## src/rtl/ac_motor_pkg.sv

```systemverilog
// Shared types and constants for the space-vector gate driver.
// Vector constants use gate bit order: bit0 = phase A, bit1 = B, bit2 = C.
package ac_motor_pkg;

  typedef enum logic [1:0] {
    LEG_IDLE = 2'd0,
    LEG_HI   = 2'd1,
    LEG_LO   = 2'd2,
    LEG_DEAD = 2'd3
  } leg_state_e;

  localparam logic [2:0] VEC_V1 = 3'b001;  // A
  localparam logic [2:0] VEC_V2 = 3'b011;  // A,B
  localparam logic [2:0] VEC_V3 = 3'b010;  // B
  localparam logic [2:0] VEC_V4 = 3'b110;  // B,C
  localparam logic [2:0] VEC_V5 = 3'b100;  // C
  localparam logic [2:0] VEC_V6 = 3'b101;  // A,C

  localparam logic [2:0] SECTOR_MIN = 3'd1;
  localparam logic [2:0] SECTOR_MAX = 3'd6;

  function automatic logic [2:0] sector_vec(input logic [2:0] sector);
    case (sector)
      3'd1:    return VEC_V1;
      3'd2:    return VEC_V2;
      3'd3:    return VEC_V3;
      3'd4:    return VEC_V4;
      3'd5:    return VEC_V5;
      3'd6:    return VEC_V6;
      default: return 3'b000;
    endcase
  endfunction

  function automatic logic [2:0] next_sector(input logic [2:0] sector);
    return (sector == SECTOR_MAX) ? SECTOR_MIN : sector + 3'd1;
  endfunction

endpackage

```

## src/rtl/ac_motor_dead_time_leg.sv

```systemverilog
// One inverter leg: complementary switch FSM with dead-time down-counter.
//
//   state     | meaning
//   ----------+------------------------------------------------
//   S_IDLE    | both switches off, no target yet (reset/fault)
//   S_HI      | high-side switch on
//   S_LO      | low-side switch on
//   S_DEAD    | both off, counting down before entering target
module ac_motor_dead_time_leg
  import ac_motor_pkg::*;
#(
  parameter int DEAD_TIME = 100,
  parameter int CNT_W     = 8
) (
  input  logic       CLK,
  input  logic       RESET,
  input  logic       force_idle,
  input  logic [1:0] desired,
  output logic       gate_hi,
  output logic       gate_lo
);

  localparam logic [1:0] S_IDLE = LEG_IDLE;
  localparam logic [1:0] S_HI   = LEG_HI;
  localparam logic [1:0] S_LO   = LEG_LO;
  localparam logic [1:0] S_DEAD = LEG_DEAD;
  localparam logic [CNT_W-1:0] CNT_LOAD = CNT_W'(DEAD_TIME - 1);

  logic [1:0]       st, st_nxt;
  logic [1:0]       tgt, tgt_nxt;  // target the running dead-time count belongs to
  logic [CNT_W-1:0] cnt, cnt_nxt;

  // Next-state: any change of target restarts the dead-time window.
  always_comb begin
    st_nxt  = st;
    cnt_nxt = cnt;
    tgt_nxt = tgt;
    if (force_idle) begin
      st_nxt  = S_IDLE;
      cnt_nxt = '0;
      tgt_nxt = S_IDLE;
    end else begin
      case (st)
        S_IDLE: begin
          if (desired == S_HI || desired == S_LO) begin
            st_nxt  = S_DEAD;
            cnt_nxt = CNT_LOAD;
            tgt_nxt = desired;
          end
        end
        S_HI: begin
          if (desired == S_LO) begin
            st_nxt  = S_DEAD;
            cnt_nxt = CNT_LOAD;
            tgt_nxt = desired;
          end
        end
        S_LO: begin
          if (desired == S_HI) begin
            st_nxt  = S_DEAD;
            cnt_nxt = CNT_LOAD;
            tgt_nxt = desired;
          end
        end
        default: begin
          if (desired != tgt) begin
            cnt_nxt = CNT_LOAD;
            tgt_nxt = desired;
          end else if (cnt == '0) begin
            st_nxt = desired;
          end else begin
            cnt_nxt = cnt - CNT_W'(1);
          end
        end
      endcase
    end
  end

  // State, counter and registered gate enables decoded from the next state.
  always_ff @(posedge CLK) begin
    if (RESET) begin
      st      <= S_IDLE;
      tgt     <= S_IDLE;
      cnt     <= '0;
      gate_hi <= 1'b0;
      gate_lo <= 1'b0;
    end else begin
      st      <= st_nxt;
      tgt     <= tgt_nxt;
      cnt     <= cnt_nxt;
      gate_hi <= (st_nxt == S_HI);
      gate_lo <= (st_nxt == S_LO);
    end
  end

endmodule

```

## src/rtl/ac_motor_vector_gate_driver.sv

```systemverilog
// Space-vector gate driver: registers sector/vector select, decodes the
// desired switching vector, detects illegal selects and drives three legs.
module ac_motor_vector_gate_driver
  import ac_motor_pkg::*;
#(
  parameter int DEAD_TIME = 100,
  parameter int CNT_W     = 8
) (
  input  logic       CLK,
  input  logic       RESET,
  input  logic [2:0] SECTOR,
  input  logic       U_0,
  input  logic       U_1,
  input  logic       U_2,
  input  logic       U_7,
  output logic [2:0] GATE_HI,
  output logic [2:0] GATE_LO,
  output logic       FAULT
);

  logic [2:0] sector_q;
  logic [3:0] sel_q;     // {U_7, U_2, U_1, U_0}
  logic       des_valid;
  logic [2:0] des_vec;
  logic       sector_bad, multi_sel, fault_det, force_idle;
  logic [2:0] sel_vec;
  logic [1:0] leg_des [3];

  // Decode the registered select into a vector and flag illegal combinations.
  always_comb begin
    sector_bad = (sector_q < SECTOR_MIN) || (sector_q > SECTOR_MAX);
    multi_sel  = (sel_q & (sel_q - 4'd1)) != 4'd0;
    fault_det  = multi_sel || ((sel_q[1] || sel_q[2]) && sector_bad);
    if (sel_q[3])      sel_vec = 3'b111;
    else if (sel_q[2]) sel_vec = sector_vec(next_sector(sector_q));
    else if (sel_q[1]) sel_vec = sector_vec(sector_q);
    else               sel_vec = 3'b000;
  end

  // Idle the legs in the same cycle the fault flag rises, so gates are never
  // on while FAULT reads 1.
  assign force_idle = FAULT || fault_det;

  // Input sampling, sticky fault and the held desired vector.
  always_ff @(posedge CLK) begin
    if (RESET) begin
      sector_q  <= 3'd0;
      sel_q     <= 4'd0;
      des_valid <= 1'b0;
      des_vec   <= 3'b000;
      FAULT     <= 1'b0;
    end else begin
      sector_q <= SECTOR;
      sel_q    <= {U_7, U_2, U_1, U_0};
      FAULT    <= FAULT || fault_det;
      if (!FAULT && !fault_det && sel_q != 4'd0) begin
        des_valid <= 1'b1;
        des_vec   <= sel_vec;
      end
    end
  end

  // Per-leg target: nothing until the first valid vector, then HI/LO per bit.
  always_comb begin
    for (int i = 0; i < 3; i++) begin
      if (!des_valid)     leg_des[i] = LEG_IDLE;
      else if (des_vec[i]) leg_des[i] = LEG_HI;
      else                 leg_des[i] = LEG_LO;
    end
  end

  for (genvar gi = 0; gi < 3; gi++) begin : g_leg
    ac_motor_dead_time_leg #(
      .DEAD_TIME(DEAD_TIME),
      .CNT_W    (CNT_W)
    ) u_leg (
      .CLK       (CLK),
      .RESET     (RESET),
      .force_idle(force_idle),
      .desired   (leg_des[gi]),
      .gate_hi   (GATE_HI[gi]),
      .gate_lo   (GATE_LO[gi])
    );
  end

endmodule
```

## config.mk

```make
export PLATFORM = sky130hd
export DESIGN_NAME = ac_motor_vector_gate_driver
export DESIGN_NICKNAME = d
export VERILOG_FILES = /design/src/rtl/ac_motor_pkg.sv /design/src/rtl/ac_motor_dead_time_leg.sv /design/src/rtl/ac_motor_vector_gate_driver.sv
export SDC_FILE = /design/constraint.sdc
export NUM_CORES = 1
export LEC_CHECK = 0
export ABC_AREA = 1
export BUFFER_PORTS_ARGS = -buffer_cell sky130_fd_sc_hd__buf_2
export CORE_UTILIZATION = 35
export CTS_CLUSTER_SIZE = 10
export DETAILED_ROUTE_END_ITERATION = 8
export SYNTH_ARGS = -nofsm -noshare
export SYNTH_HDL_FRONTEND = slang
export SYNTH_SLANG_ARGS = --single-unit
export TNS_END_PERCENT = 1
```

## constraint.sdc

```tcl
create_clock -name CLK -period 1.4 [get_ports CLK]
set_input_delay 0.14 -clock CLK [delete_from_list [all_inputs] [get_ports CLK]]
set_output_delay 0.14 -clock CLK [all_outputs]
set_load 0.05 [all_outputs]
```

After elaboration in Yosys (flattened, before gate mapping) --
Index checks and enable logic that the tools add are counted.
Word-level totals: flip-flop bits (word level) 54, output and inout bits 7
Operators by class: add/subtract/negate cells 5, magnitude comparators 2, eq/ne operators 45, multiplexer cells 66, bitwise operators 1, reductions and logical operators 30
Operator list (count):
- 8-bit two-way mux | 15
- 2-bit two-way mux | 36
- 8-bit case mux with 3 select lines | 3
- 2-bit case mux with 3 select lines | 6
- 3-bit case mux with 6 select lines | 2
- 8-bit logical NOT | 3
- 4-bit AND reduction | 6
- 8-bit by 1-bit subtractor with 8-bit output (second input constant) | 3
- 4-bit nonzero test | 5
- 2-bit by 1-bit equality test with 1-bit output (second input constant) | 9
- 2-bit equality test (second input constant) | 9
- 3-bit equality test (second input constant) | 6
- 2-bit by 1-bit inequality test with 1-bit output (second input constant) | 9
- 5-bit by 4-bit inequality test with 1-bit output (second input constant) | 3
- 3-bit by 2-bit equality test with 1-bit output (second input constant) | 4
- 3-bit two-way mux | 4
- 1-bit logical OR | 7
- 3-bit by 1-bit equality test with 1-bit output (second input constant) | 2
- 2-bit logical NOT | 3
- 2-bit inequality test | 3
- 4-bit AND | 1
- 4-bit by 1-bit subtractor with 4-bit output (second input constant) | 1
- 3-bit by 1-bit adder with 3-bit output (second input constant) | 1
- 3-bit > comparator (second input constant) | 1
- other kinds (4) | 7

Longest topological paths before layout --
Gate-level depths: netlist of run 1.
depth after elaboration 8, mapped depth 11

Modules after synthesis --
Synthesis of run 1 repeated with hierarchy kept, for this count alone.
Second synthesis, totals: cells, all modules 576, area, all modules 3756.1 µm²
Modules (own cells, without submodules):
- ac_motor_dead_time_leg | instances 3, cells each 158, area each 1026.0 µm²
- ac_motor_vector_gate_driver | instances 1, cells each 102, area each 678.2 µm²

Worst setup path after synthesis of run 1 --
OpenSTA, ideal clock, no wires.
kind register to register, from register g_leg[1].u_leg.cnt[0], to register g_leg[1].u_leg.cnt[7], data arrival time 1336 ps, setup slack -51 ps, stages on the path, launching flop included 10, buffers on the path 0, cells stage by stage dfxtp_1 > inv_1 > ha_1 > nand2_1 > nor2_1 > nand2_1 > nand2_4 > nand2_4 > a21oi_1 > nor2_1
Between the ends: longest elaborated chain between the ends 4, elaborated cells between the ends (all ways) 7, those cells by class 1 x add/sub; 1 x eq/ne; 3 x mux; 2 x reduce/logical
RTL lines:
- start, declared | RTL line ac_motor_dead_time_leg.sv:31 | logic [CNT_W-1:0] cnt, cnt_nxt;
- start signal, assigned | RTL line ac_motor_dead_time_leg.sv:90 | cnt <= cnt_nxt;
- 8-bit by 1-bit subtractor with 8-bit output | RTL line ac_motor_dead_time_leg.sv:72 | cnt_nxt = cnt - CNT_W'(1);
- 8-bit two-way mux | RTL line ac_motor_dead_time_leg.sv:69 | end else if (cnt == '0) begin
- 8-bit two-way mux | RTL line ac_motor_dead_time_leg.sv:66 | if (desired != tgt) begin
- 8-bit case mux with 3 select lines | RTL line ac_motor_dead_time_leg.sv:43 | case (st)
Several ways; a longest one is shown, not always the timed one. The select of a mux whose other input is x is not followed. A chain may end at the register's enable or synchronous reset.

Worst setup path in the final report of run 1 --
from register des_valid, to register g_leg[1].u_leg.tgt[0]
Between the ends: longest elaborated chain between the ends 5, elaborated cells between the ends (all ways) 15, those cells by class 6 x eq/ne; 6 x mux; 3 x reduce/logical
RTL lines:
- start, declared | RTL line ac_motor_vector_gate_driver.sv:23 | logic des_valid;
- start signal, assigned | RTL line ac_motor_vector_gate_driver.sv:49 | des_valid <= 1'b0;
- start signal, assigned | RTL line ac_motor_vector_gate_driver.sv:57 | des_valid <= 1'b1;
- 2-bit two-way mux * | RTL line ac_motor_vector_gate_driver.sv:66 | if (!des_valid) leg_des[i] = LEG_IDLE;
- 2-bit by 1-bit equality test with 1-bit output / 2-bit equality test (equally long branches) | RTL line ac_motor_dead_time_leg.sv:45, ac_motor_dead_time_leg.sv:59, ac_motor_dead_time_leg.sv:52
- 1-bit logical OR | RTL line ac_motor_dead_time_leg.sv:45 | if (desired == S_HI || desired == S_LO) begin
- 2-bit by 1-bit inequality test with 1-bit output (no source line)
- 4-bit AND reduction (no source line)
- end signal, assigned | RTL line ac_motor_dead_time_leg.sv:89 | tgt <= tgt_nxt;
- end, declared | RTL line ac_motor_dead_time_leg.sv:30 | logic [1:0] tgt, tgt_nxt;
Every way passes the cells marked *; elsewhere a longest branch is shown, timed or not. The select of a mux whose other input is x is not followed.

==> impl_table.tex, run 1 <==
\begin{tabular}{lr}
\hline
Metric & Value \\
\hline
\multicolumn{2}{l}{\textbf{Worst setup path}} \\
Endpoint arrival time on the critical path & 1.70 ns \\
Worst-path cell with the longest stage delay & sky130\_fd\_sc\_hd\_\_dfxtp\_4 \\
Startpoint types & flip-flop \\
Number of cells traversed by the worst register-to-register path & 8 \\
Cells traversed along the worst timing path & buf\_6, nand2\_4, nand2\_4, nand2\_4, nor2\_8, nand2\_8, buf\_6, a211oi\_2 \\
Setup slack, reg-to-reg & -0.05 ns \\
Max Fanout on Critical Path & 7 \\
Capture point of the worst reg-to-reg path & g\_leg[1].u\_leg.tgt[0]\$\_SDFFE\_PP0P\_ \\
Data required time at the worst endpoint & 1.65 ns \\
Number of gates on the worst path with buffers counted & 8 \\
Most frequent CP cell & sky130\_fd\_sc\_hd\_\_nand2\_4 \\
Origin of the critical flop-to-flop path & des\_valid\$\_SDFFE\_PP0P\_ \\
Critical path class & reg2reg \\
Category of cells accounting for the largest share of critical-path delay & simple AND/OR/NAND/NOR gates \\
CP Capture Type & flip-flop \\
CP bufs+invs & 2 \\
Max incr delay on CP & 0.42 ns \\
\multicolumn{2}{l}{\textbf{Power}} \\
Cell area power density & 1012 nW/µm² \\
Worst ir drop on vdd & 0.0004873 V \\
P\_leak & 2.186 nW \\
\multicolumn{2}{l}{\textbf{Placement}} \\
Pre-CTS worst setup slack & -0.1010 ns \\
Routability cong. & 0.8921 \\
Placed standard-cell area & 3877 µm² \\
Placed Instances & 676 \\
Number of buffer cells added on primary ports & 15 \\
DPL Wire Length & 5593 µm \\
\multicolumn{2}{l}{\textbf{Job}} \\
Maxcap violations & 0 \\
\multicolumn{2}{l}{\textbf{Synthesis}} \\
Mean cell area of the mapped netlist & 6.421 µm² \\
Cells after Synth & 500 \\
Number of distinct library cells after synthesis & 33 \\
Area of the mapped netlist & 3211 µm² \\
Count of state elements after synthesis & 54 \\
Sequential area share after synthesis & 0.3367 \\
Yosys synthesis warning count & 0 \\
Mapped Nets & 512 \\
\multicolumn{2}{l}{\textbf{Die}} \\
Initial standard-cell utilization of the core & 0.3646 \\
Horiz. Die Dim & 97.78 µm \\
Die boundary height & 97.78 µm \\
Area of the core & 8806 µm² \\
Core Rows & 34 \\
Number of top-level design ports & 16 \\
Area of the die & 9560 µm² \\
\multicolumn{2}{l}{\textbf{Clock tree}} \\
Clock latency reported for the late side of the worst-skew pair & 0.32 ns \\
Clock root cell & sky130\_fd\_sc\_hd\_\_clkbuf\_8 \\
Clock transition at the register clock pins on the worst setup and hold paths after CTS & 0.11 ns \\
H-tree lvl count & 2 \\
Number of buffers inserted during clock tree synthesis & 5 \\
Sink count of the clock tree & 54 \\
TritonCTS clock tree & done \\
Maximum count of clock buffers along a single path & 2 \\
\multicolumn{2}{l}{\textbf{Routing}} \\
Routed wire length & 7863 µm \\
Routed len/inst & 11.22 µm \\
Detail Route Antenna Nets & 0 \\
Number of detailed-route iterations in the first pass & 6 \\
\# DRC & 1 \\
Avg Vias per Cell & 4.700 \\
DR iter-0 viols & 145 \\
Via Count & 3,295 \\
\multicolumn{2}{l}{\textbf{Cells and area}} \\
Area overhead of the layout relative to synthesis & 41.31\% \\
Ratio of cells with drive above 1 in the final layout & 0.3862 \\
Commonest non-fill, non-tap cells in the layout & 104 x sky130\_fd\_sc\_hd\_\_nand2\_1, 67 x sky130\_fd\_sc\_hd\_\_inv\_1, 67 x sky130\_fd\_sc\_hd\_\_buf\_4 \\
Area occupied by multi-input gates & 2121 µm² \\
Post-layout instance area & 4537 µm² \\
\# diodes & 0 \\
Final Util & 0.5152 \\
Post-Layout Cell Count & 701 \\
Filler Cells Inserted & 833 \\
Net count reported at finish & 604 \\
Area taken by flip-flops and latches & 1102 µm² \\
Most common cell after layout, fill and taps aside & sky130\_fd\_sc\_hd\_\_nand2\_1 \\
\multicolumn{2}{l}{\textbf{STA}} \\
Max Transition Viols Final & 0 \\
Hold violation count in the final report & 0 \\
Crit share post-route & 1.037 \\
Worst Tran Pin Value & 0.4977 ns \\
Upper clock frequency limit & 688.6 MHz \\
Final Worst Setup Slack & -0.05231 ns \\
Final period demand of the worst path & 1.452 ns \\
RSZ-0062 raised after global routing & yes \\
Layout Skew & 0.01133 ns \\
Relative max-transition margin & 0.6667 \\
Setup TNS after final layout & -0.3139 ns \\
Number of endpoints failing setup at the final stage & 13 \\
\multicolumn{2}{l}{\textbf{Min path}} \\
Worst-case hold path end point & sel\_q[0]\$\_SDFF\_PP0\_ \\
Worst hold path cell count & 3 \\
Kind of path behind the tightest hold check & in2reg \\
Hold path startpoint & U\_0 \\
\multicolumn{2}{l}{\textbf{Global routing}} \\
Overall Global Routing Usage & 0.1629 \\
Maximum number of pins on one net before global-route repair & 20 \\
Global-route wire length before repair & 12,900 µm \\
Total congestion overflow & 0 \\
Number of antenna violations at the first check in global routing & 0 \\
Number of global-route vias before repair & 2,970 \\
\multicolumn{2}{l}{\textbf{Outcome}} \\
Violated checks & DRC, setup timing \\
Run status & finished, violations left \\
\hline
\end{tabular}
[cells in the mapped netlist]
cell type | instances | share of area
sky130_fd_sc_hd__a31oi_1 | 1 | 0.0019
sky130_fd_sc_hd__nor2_1 | 79 | 0.092
sky130_fd_sc_hd__inv_1 | 74 | 0.087
sky130_fd_sc_hd__xor2_1 | 2 | 0.0055
sky130_fd_sc_hd__o21bai_1 | 1 | 0.0023
sky130_fd_sc_hd__a211oi_2 | 2 | 0.0078
sky130_fd_sc_hd__nand3_1 | 43 | 0.067
sky130_fd_sc_hd__or2_2 | 1 | 0.0019
sky130_fd_sc_hd__dfxtp_1 | 54 | 0.34
sky130_fd_sc_hd__o21ai_0 | 8 | 0.012
sky130_fd_sc_hd__xnor2_1 | 1 | 0.0027
sky130_fd_sc_hd__o211ai_1 | 2 | 0.0047
sky130_fd_sc_hd__clkbuf_1 | 1 | 0.0012
sky130_fd_sc_hd__nand2_4 | 7 | 0.025
sky130_fd_sc_hd__buf_4 | 7 | 0.016
sky130_fd_sc_hd__nand2_1 | 125 | 0.15
sky130_fd_sc_hd__ha_1 | 3 | 0.012
sky130_fd_sc_hd__nand3_2 | 6 | 0.019
sky130_fd_sc_hd__nor3_1 | 7 | 0.011
sky130_fd_sc_hd__inv_2 | 7 | 0.0082
sky130_fd_sc_hd__nand4_2 | 1 | 0.0039
sky130_fd_sc_hd__o21ai_1 | 2 | 0.0031
sky130_fd_sc_hd__nor2_8 | 1 | 0.0062
sky130_fd_sc_hd__a211oi_1 | 1 | 0.0023
sky130_fd_sc_hd__buf_6 | 2 | 0.0070
sky130_fd_sc_hd__a21oi_2 | 4 | 0.011
sky130_fd_sc_hd__nor2_2 | 5 | 0.0097
sky130_fd_sc_hd__a21oi_1 | 22 | 0.034
sky130_fd_sc_hd__buf_2 | 2 | 0.0031
sky130_fd_sc_hd__nand2_2 | 10 | 0.019
sky130_fd_sc_hd__nor4_1 | 1 | 0.0019
sky130_fd_sc_hd__a21oi_4 | 1 | 0.0051
sky130_fd_sc_hd__nand4_1 | 17 | 0.033
[kinds of logic after synthesis]
| family | share of synthesized area |
|---|---|
| AOI/OAI and AO/OA | 0.08496 |
| buffers and inverters | 0.1224 |
| xor gates and xnor gates | 0.008185 |
| and+or+nand+nor | 0.4361 |
| adders and majority gates | 0.01169 |
| DFF | 0.3367 |
[final cells by class]
cell class | instances | area share
Tap cell | 108 | 0.02978
Sequential cell | 54 | 0.2430
Inverter | 81 | 0.06922
Clock buffer | 5 | 0.01517
Multi-Input combinational cell | 354 | 0.4675
Timing Repair Buffer | 96 | 0.1696
Clock inverter | 3 | 0.005792
[what timing repair did]
action,CTS,global route
pin swaps,14,29
setup endpoints to repair,36,45
hold endpoints to repair,2,2
setup buffers,8,4
gates cloned,1,0
resized for setup,37,86
hold buffers,2,2
[where the power goes]
group	internal, W	switching, W
Combinational	0.000823	0.00108
Clock	0.000370	0.000590
Sequential	0.00164	0.0000886
Total	0.00283	0.00176
[stage by stage]
step / hold WS [ns] / total power (W)
after detailed placement: 0.3461 / 0.003251
after floorplan: 0.2470 / 0.002723
after global placement: 0.3422 / 0.003233
final: 0.008749 / 0.004592
after CTS: 0.003149 / 0.004366
after global routing: 0.003892 / 0.004871
[flip-flops by register name, summed over array words and instances (netlist names)]
signal and cells:
des_vec 3, g_leg.u_leg.gate_hi 3, FAULT 1, g_leg.u_leg.tgt 6
g_leg.u_leg.cnt 24, sel_q 4, g_leg.u_leg.st 6, des_valid 1
sector_q 3, g_leg.u_leg.gate_lo 3
[how the worst max path moves through the flow]
stage / from / to / slack (ns)
detailed placement: g_leg[2].u_leg.cnt[0]$_SDFFE_PP0P_ / g_leg[2].u_leg.cnt[4]$_SDFFE_PP0P_ / -0.10
global placement: des_valid$_SDFFE_PP0P_ / g_leg[2].u_leg.cnt[4]$_SDFFE_PP0P_ / -0.04
finish: des_valid$_SDFFE_PP0P_ / g_leg[1].u_leg.tgt[0]$_SDFFE_PP0P_ / -0.05
CTS: g_leg[1].u_leg.cnt[0]$_SDFFE_PP0P_ / g_leg[1].u_leg.cnt[6]$_SDFFE_PP0P_ / -0.03
floorplan: g_leg[1].u_leg.cnt[0]$_SDFFE_PP0P_ / g_leg[1].u_leg.cnt[7]$_SDFFE_PP0P_ / -0.01
global route: des_valid$_SDFFE_PP0P_ / g_leg[1].u_leg.cnt[7]$_SDFFE_PP0P_ / -0.12
[worst reg2reg max path, cell delays in order (launching register included)]
cell,delay [ns]
sky130_fd_sc_hd__dfxtp_4,0.42
sky130_fd_sc_hd__buf_6,0.14
sky130_fd_sc_hd__nand2_4,0.06
sky130_fd_sc_hd__nand2_4,0.06
sky130_fd_sc_hd__nand2_4,0.06
sky130_fd_sc_hd__nor2_8,0.19
sky130_fd_sc_hd__nand2_8,0.10
sky130_fd_sc_hd__buf_6,0.13
sky130_fd_sc_hd__a211oi_2,0.21
[routing by layer]
layer,GRT usage,wire (µm)
met1,0.2163,3752
met2,0.2777,3809
met3,0.02577,211
met4,0.03846,90
met5,0,0
Power figures use the tool's default switching activity.
==> run 2, diff against run 1 <==
--- a/config.mk
+++ b/config.mk
@@ -7,10 +7,12 @@
 export LEC_CHECK = 0
 export ABC_AREA = 1
 export BUFFER_PORTS_ARGS = -buffer_cell sky130_fd_sc_hd__buf_2
+export CORE_MARGIN = 10
 export CORE_UTILIZATION = 35
 export CTS_CLUSTER_SIZE = 10
 export DETAILED_ROUTE_END_ITERATION = 8
 export SYNTH_ARGS = -nofsm -noshare
 export SYNTH_HDL_FRONTEND = slang
+export SYNTH_HIERARCHICAL = 1
 export SYNTH_SLANG_ARGS = --single-unit
 export TNS_END_PERCENT = 1
==> run 2 against run 1 <==
Against the previous run:
- fmax shrank 7.5%
- power grew 25%
- the run ends with setup timing left
- critical path depth grew 3
- worst setup slack lost 0.12 ns
- combinational power grew 59%
- utilization shrank 1.5 points
- sequential share of layout area shrank 3.2 points
==> impl_table.tex, run 2 <==
\begin{tabular}{lr}
\hline
Metric & Value \\
\hline
\multicolumn{2}{l}{\textbf{Synthesis}} \\
Number of flops mapped to enable cells by yosys & 0 (unchanged) \\
Count of state elements after synthesis & 54 (unchanged) \\
Proportion of register bits with asynchronous set or reset after synthesis & 0 (unchanged) \\
Most instantiated cells after synthesis & 126 x sky130\_fd\_sc\_hd\_\_nand2\_1, 92 x sky130\_fd\_sc\_hd\_\_inv\_1, 80 x sky130\_fd\_sc\_hd\_\_nor2\_1 (was 125 x sky130\_fd\_sc\_hd\_\_nand2\_1, 79 x sky130\_fd\_sc\_hd\_\_nor2\_1, 74 x sky130\_fd\_sc\_hd\_\_inv\_1) \\
Synth top area share & 0.2878 (was 0.3367) \\
Sequential area share after synthesis & 0.2878 (was 0.3367) \\
Number of distinct library cells after synthesis & 29 (was 33) \\
Area of the mapped netlist & 3756 µm² (was 3211 µm²) \\
Cells after Synth & 576 (was 500) \\
Yosys synthesis warning count & 6 (was 0) \\
Cell types occupying the most area after synthesis & sky130\_fd\_sc\_hd\_\_dfxtp\_1 29\%, sky130\_fd\_sc\_hd\_\_nand2\_1 13\%, sky130\_fd\_sc\_hd\_\_inv\_1 9.2\% (was sky130\_fd\_sc\_hd\_\_dfxtp\_1 34\%, sky130\_fd\_sc\_hd\_\_nand2\_1 15\%, sky130\_fd\_sc\_hd\_\_nor2\_1 9.2\%) \\
Most frequently used cell type in the post-synthesis netlist & sky130\_fd\_sc\_hd\_\_nand2\_1 (unchanged) \\
Most frequently used flop master after synthesis & sky130\_fd\_sc\_hd\_\_dfxtp\_1 (unchanged) \\
Synth area leader & sky130\_fd\_sc\_hd\_\_dfxtp\_1 (unchanged) \\
Mapped Nets & 610 (was 512) \\
Mean cell area of the mapped netlist & 6.521 µm² (was 6.421 µm²) \\
\multicolumn{2}{l}{\textbf{Clock tree}} \\
Sink count of the clock tree & 54 (unchanged) \\
Clock latency reported for the late side of the worst-skew pair & 0.34 ns (was 0.32 ns) \\
Clock root cell & sky130\_fd\_sc\_hd\_\_clkbuf\_8 (unchanged) \\
Number of buffers inserted during clock tree synthesis & 5 (unchanged) \\
TritonCTS clock tree & done (unchanged) \\
H-tree lvl count & 2 (unchanged) \\
Clock transition at the register clock pins on the worst setup and hold paths after CTS & 0.10 ns (was 0.11 ns) \\
Maximum count of clock buffers along a single path & 2 (unchanged) \\
\multicolumn{2}{l}{\textbf{Worst setup path}} \\
Max Fanout on Critical Path & 7 (unchanged) \\
Endpoint arrival time on the critical path & 1.80 ns (was 1.70 ns) \\
Critical path class & reg2reg (unchanged) \\
Startpoint types & flip-flop (unchanged) \\
CP Capture Type & flip-flop (unchanged) \\
Data required time at the worst endpoint & 1.63 ns (was 1.65 ns) \\
\multicolumn{2}{l}{\textbf{Die}} \\
Area of the die & 15,280 µm² (was 9560 µm²) \\
Initial standard-cell utilization of the core & 0.3622 (was 0.3646) \\
Core Rows & 37 (was 34) \\
Number of top-level design ports & 16 (unchanged) \\
Horiz. Die Dim & 123.6 µm (was 97.78 µm) \\
Area of the core & 10,370 µm² (was 8806 µm²) \\
Die boundary height & 123.6 µm (was 97.78 µm) \\
\multicolumn{2}{l}{\textbf{Global routing}} \\
Maximum number of pins on one net before global-route repair & 17 (was 20) \\
Number of antenna violations at the first check in global routing & 0 (unchanged) \\
Number of global-route vias before repair & 3,786 (was 2,970) \\
Total congestion overflow & 0 (unchanged) \\
Global-route wire length before repair & 16,080 µm (was 12,900 µm) \\
Overall Global Routing Usage & 0.1258 (was 0.1629) \\
\multicolumn{2}{l}{\textbf{Routing}} \\
Avg Vias per Cell & 4.722 (was 4.700) \\
DR iter-0 viols & 174 (was 145) \\
Via Count & 3,867 (was 3,295) \\
Routed wire length & 9320 µm (was 7863 µm) \\
\# DRC & 0 (was 1) \\
Detail Route Antenna Nets & 0 (unchanged) \\
Number of detailed-route iterations in the first pass & 6 (unchanged) \\
Routed len/inst & 11.38 µm (was 11.22 µm) \\
\multicolumn{2}{l}{\textbf{Cells and area}} \\
Number of flip-flops in the largest register & 24 (unchanged) \\
Top reg by flops & g\_leg.u\_leg/cnt (was g\_leg.u\_leg.cnt) \\
Area overhead of the layout relative to synthesis & 38.01\% (was 41.31\%) \\
\# diodes & 0 (unchanged) \\
Ratio of cells with drive above 1 in the final layout & 0.3470 (was 0.3862) \\
Net count reported at finish & 716 (was 604) \\
Registers with the highest flip-flop counts & g\_leg.u\_leg/cnt (24), g\_leg.u\_leg/st (6), g\_leg.u\_leg/tgt (6) (was g\_leg.u\_leg.cnt (24), g\_leg.u\_leg.st (6), g\_leg.u\_leg.tgt (6)) \\
Commonest non-fill, non-tap cells in the layout & 111 x sky130\_fd\_sc\_hd\_\_nand2\_1, 82 x sky130\_fd\_sc\_hd\_\_inv\_1, 80 x sky130\_fd\_sc\_hd\_\_buf\_4 (was 104 x sky130\_fd\_sc\_hd\_\_nand2\_1, 67 x sky130\_fd\_sc\_hd\_\_inv\_1, 67 x sky130\_fd\_sc\_hd\_\_buf\_4) \\
Most common cell after layout, fill and taps aside & sky130\_fd\_sc\_hd\_\_nand2\_1 (unchanged) \\
\multicolumn{2}{l}{\textbf{STA}} \\
Relative max-transition margin & 0.6935 (was 0.6667) \\
RSZ-0062 raised after global routing & yes (unchanged) \\
Final period demand of the worst path & 1.569 ns (was 1.452 ns) \\
Layout Skew & 0.01010 ns (was 0.01133 ns) \\
Worst Tran Pin Value & 0.4597 ns (was 0.4977 ns) \\
Max Transition Viols Final & 0 (unchanged) \\
Number of endpoints failing setup at the final stage & 42 (was 13) \\
Hold violation count in the final report & 0 (unchanged) \\
Upper clock frequency limit & 637.3 MHz (was 688.6 MHz) \\
Worst slack on hold paths & 0.2381 ns (was 0.008749 ns) \\
Final Worst Setup Slack & -0.1692 ns (was -0.05231 ns) \\
Crit share post-route & 1.121 (was 1.037) \\
\multicolumn{2}{l}{\textbf{Placement}} \\
DPL Wire Length & 6627 µm (was 5593 µm) \\
Number of buffer cells added on primary ports & 15 (unchanged) \\
Routability cong. & 0.8862 (was 0.8921) \\
\multicolumn{2}{l}{\textbf{Job}} \\
Maxcap violations & 0 (unchanged) \\
\multicolumn{2}{l}{\textbf{Power}} \\
P\_leak & 2.442 nW (was 2.186 nW) \\
Cell area power density & 1109 nW/µm² (was 1012 nW/µm²) \\
Worst ir drop on vdd & 0.0005491 V (was 0.0004873 V) \\
Power, Total & 0.005750 W (was 0.004592 W) \\
\multicolumn{2}{l}{\textbf{Min path}} \\
Kind of path behind the tightest hold check & in2reg (unchanged) \\
\multicolumn{2}{l}{\textbf{Outcome}} \\
Violated checks & setup timing (was DRC, setup timing) \\
Run status & finished, violations left (unchanged) \\
\hline
\end{tabular}
run 2: critical path: stages, from the launching register on:
cell and delay [ns]:
sky130_fd_sc_hd__dfxtp_4 0.38, sky130_fd_sc_hd__inv_6 0.08, sky130_fd_sc_hd__nor2_4 0.05, sky130_fd_sc_hd__buf_4 0.14, sky130_fd_sc_hd__nand2_4 0.07, sky130_fd_sc_hd__nand2_4 0.06
sky130_fd_sc_hd__nor2_8 0.16, sky130_fd_sc_hd__nand3_4 0.10, sky130_fd_sc_hd__nand2_4 0.12, sky130_fd_sc_hd__nand2_4 0.11, sky130_fd_sc_hd__a21oi_2 0.14, sky130_fd_sc_hd__nor2_1 0.06
run 2: through the flow:
stage | instances | setup TNS [ns] | utilization | instance area, µm² | setup WS, ns
6_report | 819 | -4.751 | 0.4999 | 5184 | -0.1692
4_1_cts | 817 | -3.848 | 0.4883 | 5064 | -0.1275
2_1_floorplan | 576 | -1.005 | - | 3950 | -0.03907
5_1_grt | 819 | -8.877 | 0.4999 | 5184 | -0.2658
3_5_place_dp | 791 | -6.175 | 0.4511 | 4678 | -0.1942
3_3_place_gp | 791 | -4.477 | 0.4511 | 4678 | -0.1549
run 2: path summary, 6_finish.rpt:
| kind | end | cells past startpoint | startpoint | slack, ns |
|---|---|---|---|---|
| max | g_leg[0].u_leg/cnt[5]$_SDFFE_PP0P_ | 11 | des_valid$_SDFFE_PP0P_ | -0.17 |
| max reg2reg | g_leg[0].u_leg/cnt[5]$_SDFFE_PP0P_ | 11 | des_valid$_SDFFE_PP0P_ | -0.17 |
| min | sel_q[2]$_SDFF_PP0_ | 2 | RESET | 0.24 |
| min reg2reg | g_leg[0].u_leg/cnt[1]$_SDFFE_PP0P_ | 2 | g_leg[0].u_leg/cnt[1]$_SDFFE_PP0P_ | 0.47 |
run 2: cells by family (layout without fill, tap and decap cells):
| logic type | count (synthesis) | in the layout | share of synthesized area |
|---|---|---|---|
| AOI/OAI and AO/OA | 66 | 66 | 0.09494 |
| DFF | 54 | 54 | 0.2878 |
| xor gates and xnor gates | 3 | 3 | 0.006997 |
| and+or+nand+nor | 320 | 322 | 0.4121 |
| buffers and inverters | 108 | 213 | 0.1149 |
| adders and majority gates | 25 | 25 | 0.08328 |
run 2: repair_timing:
action	in CTS	in global routing
endpoints found under the hold margin	7	0
endpoints found under the setup margin	42	45
buffers inserted	9	2
resized for setup	29	26
hold buffers	7	0
cloned	2	0
pin swaps	14	24
run 2: cell type report:
type	count	area, µm²
Sequential cell	54	1092
Tap cell	136	170.2
Multi-Input combinational cell	416	2660
Inverter	101	389.1
Clock inverter	2	13.76
Fill cell	1022	5186
Clock buffer	6	72.57
Timing Repair Buffer	104	785.8
run 2: per-layer routing:
layer	vias up	wire length, µm	track usage
met5	-	0	0
li1	2021	-	-
met1	1768	4247	0.1448
met2	65	4576	0.2228
met4	0	182	0.05386
met3	13	313	0.02308
run 2: power by group:
part / internal (W) / switching (W)
combinational: 0.00126 / 0.00177
sequential: 0.00168 / 0.000102
clock: 0.000355 / 0.000581
total: 0.00330 / 0.00245
